[src/rtl/riscv_pipe_pkg.sv]
// riscv_pipe_pkg: constants and types shared by the IF stage and the IF/ID register.
// rev 1.0
`default_nettype none

package riscv_pipe_pkg;

   localparam logic [31:0] NOP_INSTR = 32'h0000_7013;
   localparam logic [31:0] PC_STEP   = 32'd4;

   typedef enum logic [1:0] {
      IDLE  = 2'd0,
      FETCH = 2'd1,
      HOLD  = 2'd2,
      DRAIN = 2'd3
   } fetch_state_t;

endpackage

`default_nettype wire

[src/rtl/if_fetch_unit.sv]
// if_fetch_unit: owns the PC, fetches one word at a time over req/ack and buffers it for IF/ID.
// rev 1.0
`default_nettype none

module if_fetch_unit #(
   parameter logic [31:0] RESET_PC  = 32'h0000_0000,
   parameter logic [31:0] NOP_INSTR = riscv_pipe_pkg::NOP_INSTR,
   parameter logic [31:0] PC_STEP   = riscv_pipe_pkg::PC_STEP
) (
   input  logic        i_clk,
   input  logic        i_reset,
   input  logic        i_IFIDWrite,
   input  logic        i_redirect,
   input  logic [31:0] i_redirect_pc,
   output logic        o_imem_req,
   output logic [31:0] o_imem_addr,
   input  logic        i_imem_ack,
   input  logic [31:0] i_imem_rdata,
   output logic [31:0] o_if_pc,
   output logic [31:0] o_if_instr,
   output logic        o_if_valid,
   output logic        o_fetch_busy
);

   import riscv_pipe_pkg::*;

   fetch_state_t state, state_nxt;
   logic [31:0]  pc, pc_nxt;
   logic [31:0]  req_pc, req_pc_nxt;
   logic [31:0]  buf_pc, buf_pc_nxt;
   logic [31:0]  buf_instr, buf_instr_nxt;
   logic [31:0]  target;

   assign target = i_redirect_pc & ~32'h0000_0003;

   always_ff @(posedge i_clk or posedge i_reset) begin
      if (i_reset) begin
         state     <= IDLE;
         pc        <= RESET_PC;
         req_pc    <= RESET_PC;
         buf_pc    <= RESET_PC;
         buf_instr <= NOP_INSTR;
      end else begin
         state     <= state_nxt;
         pc        <= pc_nxt;
         req_pc    <= req_pc_nxt;
         buf_pc    <= buf_pc_nxt;
         buf_instr <= buf_instr_nxt;
      end
   end

   always_comb begin
      state_nxt     = state;
      pc_nxt        = pc;
      req_pc_nxt    = req_pc;
      buf_pc_nxt    = buf_pc;
      buf_instr_nxt = buf_instr;
      case (state)
         IDLE: begin
            state_nxt = FETCH;
            if (i_redirect) begin
               pc_nxt     = target;
               req_pc_nxt = target;
            end else begin
               req_pc_nxt = pc;
            end
         end
         FETCH: begin
            if (i_redirect && i_imem_ack) begin
               pc_nxt     = target;
               req_pc_nxt = target;
            end else if (i_redirect) begin
               // the in-flight request cannot be withdrawn, so wait for its ack
               pc_nxt    = target;
               state_nxt = DRAIN;
            end else if (i_imem_ack) begin
               buf_pc_nxt    = req_pc;
               buf_instr_nxt = i_imem_rdata;
               state_nxt     = HOLD;
            end
         end
         DRAIN: begin
            if (i_redirect) begin
               pc_nxt = target;
            end
            if (i_imem_ack) begin
               req_pc_nxt = i_redirect ? target : pc;
               state_nxt  = FETCH;
            end
         end
         HOLD: begin
            if (i_redirect) begin
               pc_nxt     = target;
               req_pc_nxt = target;
               state_nxt  = FETCH;
            end else if (i_IFIDWrite) begin
               pc_nxt     = buf_pc + PC_STEP;
               req_pc_nxt = buf_pc + PC_STEP;
               state_nxt  = FETCH;
            end
         end
         default: state_nxt = IDLE;
      endcase
   end

   assign o_imem_req   = (state == FETCH) || (state == DRAIN);
   assign o_fetch_busy = o_imem_req;
   assign o_imem_addr  = req_pc;
   // a redirect squashes the buffered word combinationally so IF/ID captures a bubble
   assign o_if_valid   = (state == HOLD) && !i_redirect;
   assign o_if_instr   = o_if_valid ? buf_instr : NOP_INSTR;
   assign o_if_pc      = (state == HOLD) ? buf_pc : pc;

endmodule

`default_nettype wire

[config.mk]
export PLATFORM = sky130hd
export DESIGN_NAME = if_fetch_unit
export DESIGN_NICKNAME = d
export VERILOG_FILES = /design/src/rtl/riscv_pipe_pkg.sv /design/src/rtl/if_fetch_unit.sv
export SDC_FILE = /design/constraint.sdc
export NUM_CORES = 1
export LEC_CHECK = 0
export CELL_PAD_IN_SITES_DETAIL_PLACEMENT = 2
export CELL_PAD_IN_SITES_GLOBAL_PLACEMENT = 2
export CORE_ASPECT_RATIO = 1.5
export CORE_MARGIN = 2
export CORE_UTILIZATION = 35
export CTS_BUF_LIST = sky130_fd_sc_hd__clkbuf_8
export DETAILED_ROUTE_END_ITERATION = 8
export HOLD_SLACK_MARGIN = 0.15
export PLACE_DENSITY_LB_ADDON = 0.1
export SLEW_MARGIN = 20
export SYNTH_ARGS = -nofsm -noshare
export SYNTH_HDL_FRONTEND = slang
export SYNTH_SLANG_ARGS = --single-unit
[constraint.sdc]
create_clock -name i_clk -period 12 [get_ports i_clk]
set_input_delay 2.4 -clock i_clk [delete_from_list [all_inputs] [get_ports i_clk]]
set_output_delay 2.4 -clock i_clk [all_outputs]
set_load 0.02 [all_outputs]
==> results of run 1 <==
==> registers in the layout, indices dropped and copies added, names as in the netlist <==
| signal | cells |
|---|---|
| buf_instr | 32 |
| buf_pc | 32 |
| o_imem_addr | 32 |
| pc | 32 |
| state | 2 |
==> Yosys cell counts (3+ instances only) <==
library cell / n
o211ai_1: 5
a2111oi_0: 5
inv_1: 16
clkbuf_1: 48
buf_2: 3
a311oi_1: 8
buf_1: 9
nand4_1: 18
a22o_1: 5
o221ai_1: 8
mux2i_1: 20
a21o_1: 7
a21oi_1: 24
a32oi_1: 3
nor4_1: 7
nor2_1: 34
and4_1: 6
nand3_1: 22
dfrtp_1: 124
or4_1: 3
o31a_1: 6
nor3_1: 11
a21boi_0: 5
a22oi_1: 17
a211oi_1: 4
dfstp_2: 6
o21ai_1: 6
and3_1: 7
a221oi_1: 11
nand2b_1: 16
xor2_1: 5
a31oi_1: 8
ha_1: 4
mux2_2: 94
nand2_1: 63
o311ai_0: 3
xnor2_1: 10
and2_1: 31
o21ai_0: 41
==> power by group <==
group / internal [uW] / total [uW] / switching [uW]
clock: 183 / 371 / 189
sequential: 656 / 880 / 224
combinational: 627 / 1470 / 839
total: 1470 / 2720 / 1250
==> stage by stage <==
step / utilization [%] / worst slack, ps / hold slack [ps]
6_report: 46.2 / 4430 / 506
5_1_grt: 46.2 / 4290 / 519
4_1_cts: 46.2 / 4430 / 508
3_5_place_dp: 44.5 / 4440 / 489
3_3_place_gp: 44.5 / 4510 / 478
2_1_floorplan: - / 5940 / 462
==> worst max-delay path by stage <==
stage / end / slack, ps / cells after the start
after floorplan: o_if_instr[22] / 5940 / 6
after global placement: o_if_instr[22] / 4510 / 7
after detailed placement: o_if_instr[22] / 4440 / 7
after CTS: o_if_instr[5] / 4430 / 7
after global routing: o_if_instr[5] / 4290 / 7
final: o_if_instr[22] / 4430 / 7
==> cell type report <==
cell class | instances | area (um^2)
inverter | 16 | 65.1
fill | 2231 | 11400
timing repair buffer | 178 | 1740
sequential | 130 | 3260
multi-input combinational | 552 | 4000
clock buffer | 21 | 289
clock inverter | 11 | 87.6
tap | 268 | 335
==> layer usage <==
metal	up-vias	share of wire (%)
met1	3647	39
met5	-	0
li1	3082	-
met3	54	4.9
met2	225	52
met4	0	3.4
==> cells by family (layout without fill, tap and decap cells) <==
kind of cell	count (synthesis)	after routing	share of synthesized area, %
and+or+nand+nor	231	231	16.1
AOI/OAI and AO/OA	188	188	17.5
DFF	130	130	43.2
muxes	114	114	16.7
buffers and inverters	79	226	4.14
xor gates and xnor gates	15	15	1.74
adders and majority gates	4	4	0.663
==> critical path: cells and delay by family <==
| kind | cells | cell delay, ps |
|---|---|---|
| buffers and inverters | 5 | 2000 |
| AND/OR/NAND/NOR | 2 | 710 |
==> reports/metrics.yaml, run 1 <==
syn-cell-area_um2: 7550
hp-start: "buf_instr[5]$_DFFE_PP0P_"
path_class: "in2out"
initial_core_util_pct: 35.7
ant_nets: 0
cp_common_cell: "buf_4"
dpl-instance-area_um2: 9400
rows: 65
cts_buffer_depth: 2
drt_iter0_drc: 370
fmax_mhz: 132
final_hold_viol_count: 0
finalPower_uw: 2720
synth.distinct_cells: 68
viasPerCell: 5.96
finalMaxSlewViolations: 0
dp_hpwl_mm: 19.5
grt-ovfl-total: 0
finClkSkew_ps: 17.0
min_path_type: "reg2reg"
synth_top_area_cell: "dfrtp_1"
grt-busiest-layer: "met2"
cts-root-buf: "clkbuf_8"
crit_path_start: "i_redirect"
required_ps: 9600
layout_commonest_cell: "clkdlybuf4s50_1"
antenna_found_initial: 1
wirelength_mm: 29.3
start_kind: "primary input"
ir_drop_uv: 98.3
cp_cell_sequence: "buf_2 > buf_4 > nand2b_1 > inv_1 > buf_4 > and2_1 > clkdlybuf4s50_1"
stdcell_count: 1176
layout-drive-gt1-share_pct: 17.4
dieArea_um2: 22800
io_buffers: 165
rrSetupSlack_ps: 8550
maxCapViolCount: 0
finalCriticalPeriod_ps: 7570
clock_latency_ps: 470
gp_congestion: 0.801
finalSetupViolations: 0
power-per-cell-area_nw_per_um2: 278
final_cell_area_um2: 9780
synth-seq-cells: 130
track_usage_pct: 26.5
core_um2: 21100
grt_pass1_wl_mm: 45.6
cts_resized: 0
vias: 7008
p_leak_uw: 0.00392
grt_start_max_net_pins: 78
synth_top_area_share_pct: 41.1
diodes: 0
r2r_end: "o_imem_addr[4]$_DFFE_PP0P_"
worstMarginPinSlew_ps: 1210
placed_cells: 1144
rr_worst_depth: 9
reg2reg_from: "state[0]$_DFFE_PP0P_"
cts_hold_buf: 0
cts_sinks: 130
ys_seq_area_share_pct: 43.2
synth-edff-count: 0
use_met2_pct: 47.3
wl_per_cell_um: 24.9
cpMaxStageDelayCell: "buf_4"
outcome: "finished, final reports clean"
fp.dieH_um: 184
synth_fp_nets: 834
synth_ff_type: "dfrtp_1"
synthCells: 761
die_w_um: 124
yosysWarnings: 0
final_cell_mix: "clkdlybuf4s50_1, dfrtp_1, mux2_2"
relSlewSlack_pct: 18.7
cts_tree: "yes"
crit_path_max_incr_delay_ps: 660
drc: 0
fin_crit_sh_pct: 63.1
dr.pass1.iters: 5
rsz0062_at_grt: "false"
yosys-top-cells-area: "dfrtp_1, mux2_2, nand2_1"
whs_endpoint: "buf_instr[5]$_DFFE_PP0P_"
grt_use_met1_pct: 29.8
use_met3_pct: 5.61
layout.nets: 968
h-tree-depth: 4
grt_pass1_vias: 8046
path_max_fanout: 66
clkTransAtPathRegs_ps: 70
worst_setup_path_end_kind: "output port"
area_growth_pct: 29.5
cts_buffers: 17
cts_setup_buffers: 0
hold-path-cell-count: 1
syn_avg_cell_area_um2: 9.92
ys_async_sr_fraction_pct: 100
worstPathArrival_ps: 5170
ioPinCount: 168
fin_setup_tns_ps: 0
No activity file was read; power rests on OpenSTA's default activity.
==> inputs of run 2 (changes only) <==
Settings changed: CORE_UTILIZATION 35 to 32.
Clock period 12 ns to 7.5 ns, I/O delays scaled along.
==> run 2 against run 1 <==
Compared with the run above:
- utilization shrank 3.6 points
- critical path depth is 1 higher
- die area rose by 9.1%
- power increased by 62%
- clock skew is 4.4 ps lower
- wire length increased by 1.8%
- sequential power grew 60%
- clock power increased by 75%
- via count decreased by 0.90%
- largest cell class unchanged
==> reports/metrics.yaml, run 2 (synthesis gave the netlist of run 1 again) <==
outcome: "finished, final reports clean"
maxCapViolCount: 0  # unchanged
grt_start_max_net_pins: 75  # -3.8%
cts_buffer_depth: 2  # unchanged
rsz0062_at_grt: "false"
dr.pass1.iters: 4  # -1
ant_nets: 0  # unchanged
track_usage_pct: 24.9  # -1.6 points
p_int_uw: 2400  # +64%
fp.dieH_um: 192  # +4.5%
path_class: "reg2out"
area_growth_pct: 30.7
r2r_end: "o_imem_addr[21]$_DFFE_PP0P_"
diodes: 0  # unchanged
grt-ovfl-total: 0  # unchanged
clock_latency_ps: 480  # about the same
required_ps: 6000  # -3600 ps
ioPinCount: 168  # unchanged
finalSetupViolations: 0  # unchanged
fin_setup_tns_ps: 0  # unchanged
cpMaxStageDelayCell: "buf_4"
pwr-share-clk_pct: 14.8  # +1.1 points
vias: 6945  # -0.90%
ir_drop_uv: 178  # +81%
core_um2: 23100  # +9.4%
finClkSkew_ps: 12.5  # -4.42 ps
io_buffers: 165  # unchanged
top_layer_used: "met4"
p_sw_uw: 2000  # +60%
reg2reg_from: "state[0]$_DFFE_PP0P_"
whs_endpoint: "buf_instr[10]$_DFFE_PP0P_"
p_seq_share_pct: 32.0  # -0.4 points
drc: 0  # unchanged
layout-drive-gt1-share_pct: 17.2  # -0.22 points
finalCriticalPeriod_ps: 5610
worstMarginPinSlew_ps: 1170  # -41.4 ps
initial_core_util_pct: 32.6  # -3.1 points
swShare_pct: 45.5  # -0.56 points
dp_hpwl_mm: 20.0  # +2.5%
final_hold_viol_count: 0  # unchanged
gp_congestion: 0.805  # +0.51%
relSlewSlack_pct: 21.5  # +2.8 points
power-per-cell-area_nw_per_um2: 445  # +60%
rr_worst_depth: 9  # unchanged
hp-start: "buf_instr[10]$_DFFE_PP0P_"
worst_setup_path_end_kind: "output port"
hold-path-cell-count: 1  # unchanged
die_w_um: 129  # +4.4%
cts-root-buf: "clkbuf_8"
start_kind: "flip-flop"
p_comb_share_pct: 53.3  # -0.7 points
cts_hold_buf: 0  # unchanged
path_max_fanout: 67  # +1.5%
final_cell_mix: "clkdlybuf4s50_1, dfrtp_1, mux2_2"
placed_cells: 1191  # +4.1%
viasPerCell: 5.68  # -4.7%
dieArea_um2: 24900  # +9.1%
cts_buffers: 17  # unchanged
layout.nets: 968  # unchanged
wl_met1_mm: 11.9  # +2.7%
cp_cell_sequence: "inv_1 > ha_2 > buf_4 > nand2b_1 > inv_1 > buf_4 > and2_1 > clkdlybuf4s50_1"
clkTransAtPathRegs_ps: 80  # about the same
p_leak_uw: 0.00395  # +0.95%
min_path_type: "reg2reg"
finalMaxSlewViolations: 0  # unchanged
wirelength_mm: 29.8  # +1.8%
cts_sinks: 130  # unchanged
stdcell_count: 1223  # +4.0%
grt_pass1_wl_mm: 47.0  # +3.1%
fmax_mhz: 178
layout_commonest_cell: "clkdlybuf4s50_1"
cts_resized: 0  # unchanged
drt_iter0_drc: 280  # -24%
h-tree-depth: 4  # unchanged
cts_setup_buffers: 0  # unchanged
fin_crit_sh_pct: 74.7
crit_family: "buffers and inverters"
wl_per_cell_um: 24.4  # -2.1%
dr_wl_met3_mm: 1.53  # +7.8%
grt_pass1_vias: 7979  # -0.83%
rows: 68  # +4.6%
antenna_found_initial: 0  # -1
crit_path_max_incr_delay_ps: 650  # about the same
rrSetupSlack_ps: 4000  # -4550 ps
worstPathArrival_ps: 4110  # -1060 ps
crit_buf_inv: 5  # unchanged
cts_tree: "yes"
met2_wirelength_mm: 15.7  # +2.2%
## run 2: worst register-to-register path, cell delays in order, from the launching register on
cell and delay, ps:
dfrtp_1 400, inv_1 90, ha_2 180, buf_4 340, nor2b_1 340, o21ai_1 420, and2_0 790, buf_4 440
nor2_1 90, a311oi_1 300
## run 2: final cells by class
type | count | area [um^2]
Clock buffer | 24 | 330
Clock inverter | 8 | 85.1
Fill cell | 2456 | 13300
Inverter | 16 | 62.6
Multi-Input combinational cell | 552 | 4000
Sequential cell | 130 | 3260
Tap cell | 315 | 394
Timing Repair Buffer | 178 | 1740
## run 2: routing by layer
layer | track usage [%] | up-vias
met3 | 4.96 | 38
met1 | 29.2 | 3609
met4 | 9.59 | 0
li1 | - | 3089
met5 | 0 | -
met2 | 44.4 | 209
## run 2: worst max-delay path by stage
stage          slack (ps)  depth (start not counted)                         to                 start
2_1_floorplan        2540                          1  buf_instr[10]$_DFFE_PP0P_               i_reset
3_3_place_gp         2480                          6              o_if_instr[2]            i_redirect
3_5_place_dp         2400                          6             o_if_instr[23]            i_redirect
4_1_cts              1900                          8             o_if_instr[21]  state[0]$_DFFE_PP0P_
5_1_grt              1720                          8             o_if_instr[21]  state[0]$_DFFE_PP0P_
6_report             1890                          8             o_if_instr[21]  state[0]$_DFFE_PP0P_
## run 2: power by group through the flow
stage               clock [uW]  combinational, uW  sequential, uW
floorplan                    0               1370            1360
global placement             0               2260            1380
detailed placement           0               2350            1410
CTS                        668               2370            1410
global route               695               2530            1460
finish                     651               2340            1410
## run 2: stage by stage
step / total power [uW] / utilization, % / setup slack, ps / instance area (um^2) / hold WS, ps
floorplan: 2720 / - / 2540 / 7550 / 462
global placement: 3640 / 40.9 / 2480 / 9460 / 481
detailed placement: 3760 / 40.9 / 2400 / 9460 / 487
CTS: 4440 / 42.7 / 1900 / 9870 / 504
global route: 4690 / 42.7 / 1720 / 9870 / 521
finish: 4400 / 42.7 / 1890 / 9870 / 503
==> inputs of run 3 (changes only) <==
Settings changed: CORE_UTILIZATION 32 to 29.
Clock period 7.5 ns to 4.6 ns, I/O delays scaled along.
==> run 3 against run 2 <==
Compared with the run above:
- combinational power increased by 67%
- sequential share of layout area decreased by 0.32 points
- first-iteration DRC count increased by 14%
- critical endpoint is now o_if_pc[20]
- highest routed layer unchanged
==> reports/metrics.yaml, run 3 (synthesis gave the netlist of run 1 again) <==
fp.dieH_um: 202  # +4.9%
p_seq_share_pct: 31.8  # -0.2 points
diodes: 0  # unchanged
track_usage_pct: 23.1  # -1.8 points
holdWs_ps: 503  # +0.479 ps
grt-ovfl-total: 0  # unchanged
worstMarginPinSlew_ps: 922  # -252 ps
multi_input_area_um2: 4000  # unchanged
viasPerCell: 5.55  # -2.2%
clock_latency_ps: 460  # -20 ps
cts_hold_buf: 0  # unchanged
rows: 72  # +5.9%
drc: 0  # unchanged
drt_iter0_drc: 319  # +14%
worst_setup_path_end_kind: "output port"
wl_per_cell_um: 24.3  # -0.32%
fmax_mhz: 261
clkTransAtPathRegs_ps: 80  # about the same
grt_pass1_vias: 7967  # -0.15%
reg2reg_from: "state[0]$_DFFE_PP0P_"
finalCriticalPeriod_ps: 3840
antenna_found_initial: 0  # unchanged
final_hold_viol_count: 0  # unchanged
dp_hpwl_mm: 20.7  # +3.2%
initial_core_util_pct: 29.4  # -3.2 points
rr_worst_depth: 8  # -1
vias: 6936  # -0.13%
p_comb_share_pct: 54.1  # +0.8 points
maxCapViolCount: 0  # unchanged
ioPinCount: 168  # unchanged
die_w_um: 136  # +4.9%
hold-path-cell-count: 1  # unchanged
gp_congestion: 0.796  # -1.2%
dieArea_um2: 27400  # +10%
finalPower_uw: 7200  # +64%
area_growth_pct: 32.0
cts_resized: 0  # unchanged
pwr-share-clk_pct: 14.1  # -0.7 points
grt_start_max_net_pins: 67  # -11%
fin_setup_tns_ps: 0  # unchanged
final_cell_mix: "clkdlybuf4s50_1, dfrtp_1, mux2_2"
grt_pass1_wl_mm: 47.7  # +1.5%
h-tree-depth: 4  # unchanged
fin_crit_sh_pct: 83.4
worstPathArrival_ps: 2920  # -1190 ps
rrSetupSlack_ps: 1320  # -2680 ps
cts-root-buf: "clkbuf_8"
placed_cells: 1216  # +2.1%
path_max_fanout: 66  # -1.5%
dr.pass1.iters: 4  # unchanged
hp-start: "buf_instr[30]$_DFFE_PP0P_"
seqCellArea_um2: 3260  # unchanged
cts_buffers: 17  # unchanged
p_sw_uw: 3260  # +63%
outcome: "finished, final reports clean"
r2r_end: "pc[31]$_DFFE_PP0P_"
finalSetupViolations: 0  # unchanged
ir_drop_uv: 396  # +120%
p_leak_uw: 0.00400  # +1.2%
core_um2: 25700  # +11%
whs_endpoint: "buf_instr[30]$_DFFE_PP0P_"
min_path_type: "reg2reg"
finalMaxSlewViolations: 0  # unchanged
path_class: "reg2out"
cts_setup_buffers: 0  # unchanged
rsz0062_at_grt: "false"
ant_nets: 0  # unchanged
relSlewSlack_pct: 38.6  # +17 points
start_kind: "flip-flop"
crit_path_start: "state[0]$_DFFE_PP0P_"
io_buffers: 165  # unchanged
nFillCells: 2772  # +13%
cts_tree: "yes"
finClkSkew_ps: 14.6  # +2.04 ps
swShare_pct: 45.3  # -0.16 points
cts_sinks: 130  # unchanged
power-per-cell-area_nw_per_um2: 722  # +62%
p_int_uw: 3940  # +64%
wirelength_mm: 30.3  # +1.8%
required_ps: 3680  # -2320 ps
stdcell_count: 1249  # +2.1%
layout.nets: 976  # +0.83%
layout_commonest_cell: "clkdlybuf4s50_1"
layout-drive-gt1-share_pct: 17.8  # +0.61 points
cts_buffer_depth: 2  # unchanged
## run 3: cell count changes in the layout (fill, tap and decap cells not counted)
cell      previous run  this run
clkbuf_8            24        22
inv_1               19        20
buf_12               0         1
buf_16               0         1
clkinv_2             2         3
buf_4               13        19
## run 3: metrics by stage
step                instance area, um^2  util (%)  setup slack [ps]
floorplan                          7550         -               221
global placement                   9550      37.2               889
detailed placement                 9550      37.2               774
CTS                                9940      38.7               726
global route                       9970      38.8               640
finish                             9970      38.8               763
## run 3: how the worst max path moves through the flow
stage / to / cells past startpoint
global placement: buf_instr[6]$_DFFE_PP0P_ / 6
floorplan: buf_instr[10]$_DFFE_PP0P_ / 1
finish: o_if_pc[20] / 5
CTS: o_if_pc[20] / 5
detailed placement: buf_pc[21]$_DFFE_PP0P_ / 6
global route: o_if_pc[31] / 5
## run 3: final cells by class
type / instances / area share, %
repair buffers: 186 / 18.4
clock buffers: 22 / 3.04
inverters: 16 / 0.627
multi-input cells: 552 / 40.1
flip-flops and latches: 130 / 32.7
well taps: 333 / 4.18
clock inverters: 10 / 0.941
## run 3: worst max-delay path, stage by stage (launching register included)
cell and delay [ps]:
dfrtp_1 430, inv_1 100, ha_2 180, buf_4 690
mux2_2 450, clkdlybuf4s50_1 550
## run 3: layer usage
metal  up-vias  GRT usage (%)  routed length (um)
met3        60           5.19                1340
met5         -              0                   0
li1       3096              -                   -
met2       189           41.6               16100
met4         0           9.90                 985
met1      3591           25.8               11900
## run 3: power by group through the flow
stage          registers [uW]  logic (uW)  clock network [uW]
6_report                 2290        3900                1010
2_1_floorplan            2210        2230                   0
4_1_cts                  2290        3950                1050
3_5_place_dp             2320        3920                   0
5_1_grt                  2380        4230                1100
3_3_place_gp             2250        3790                   0
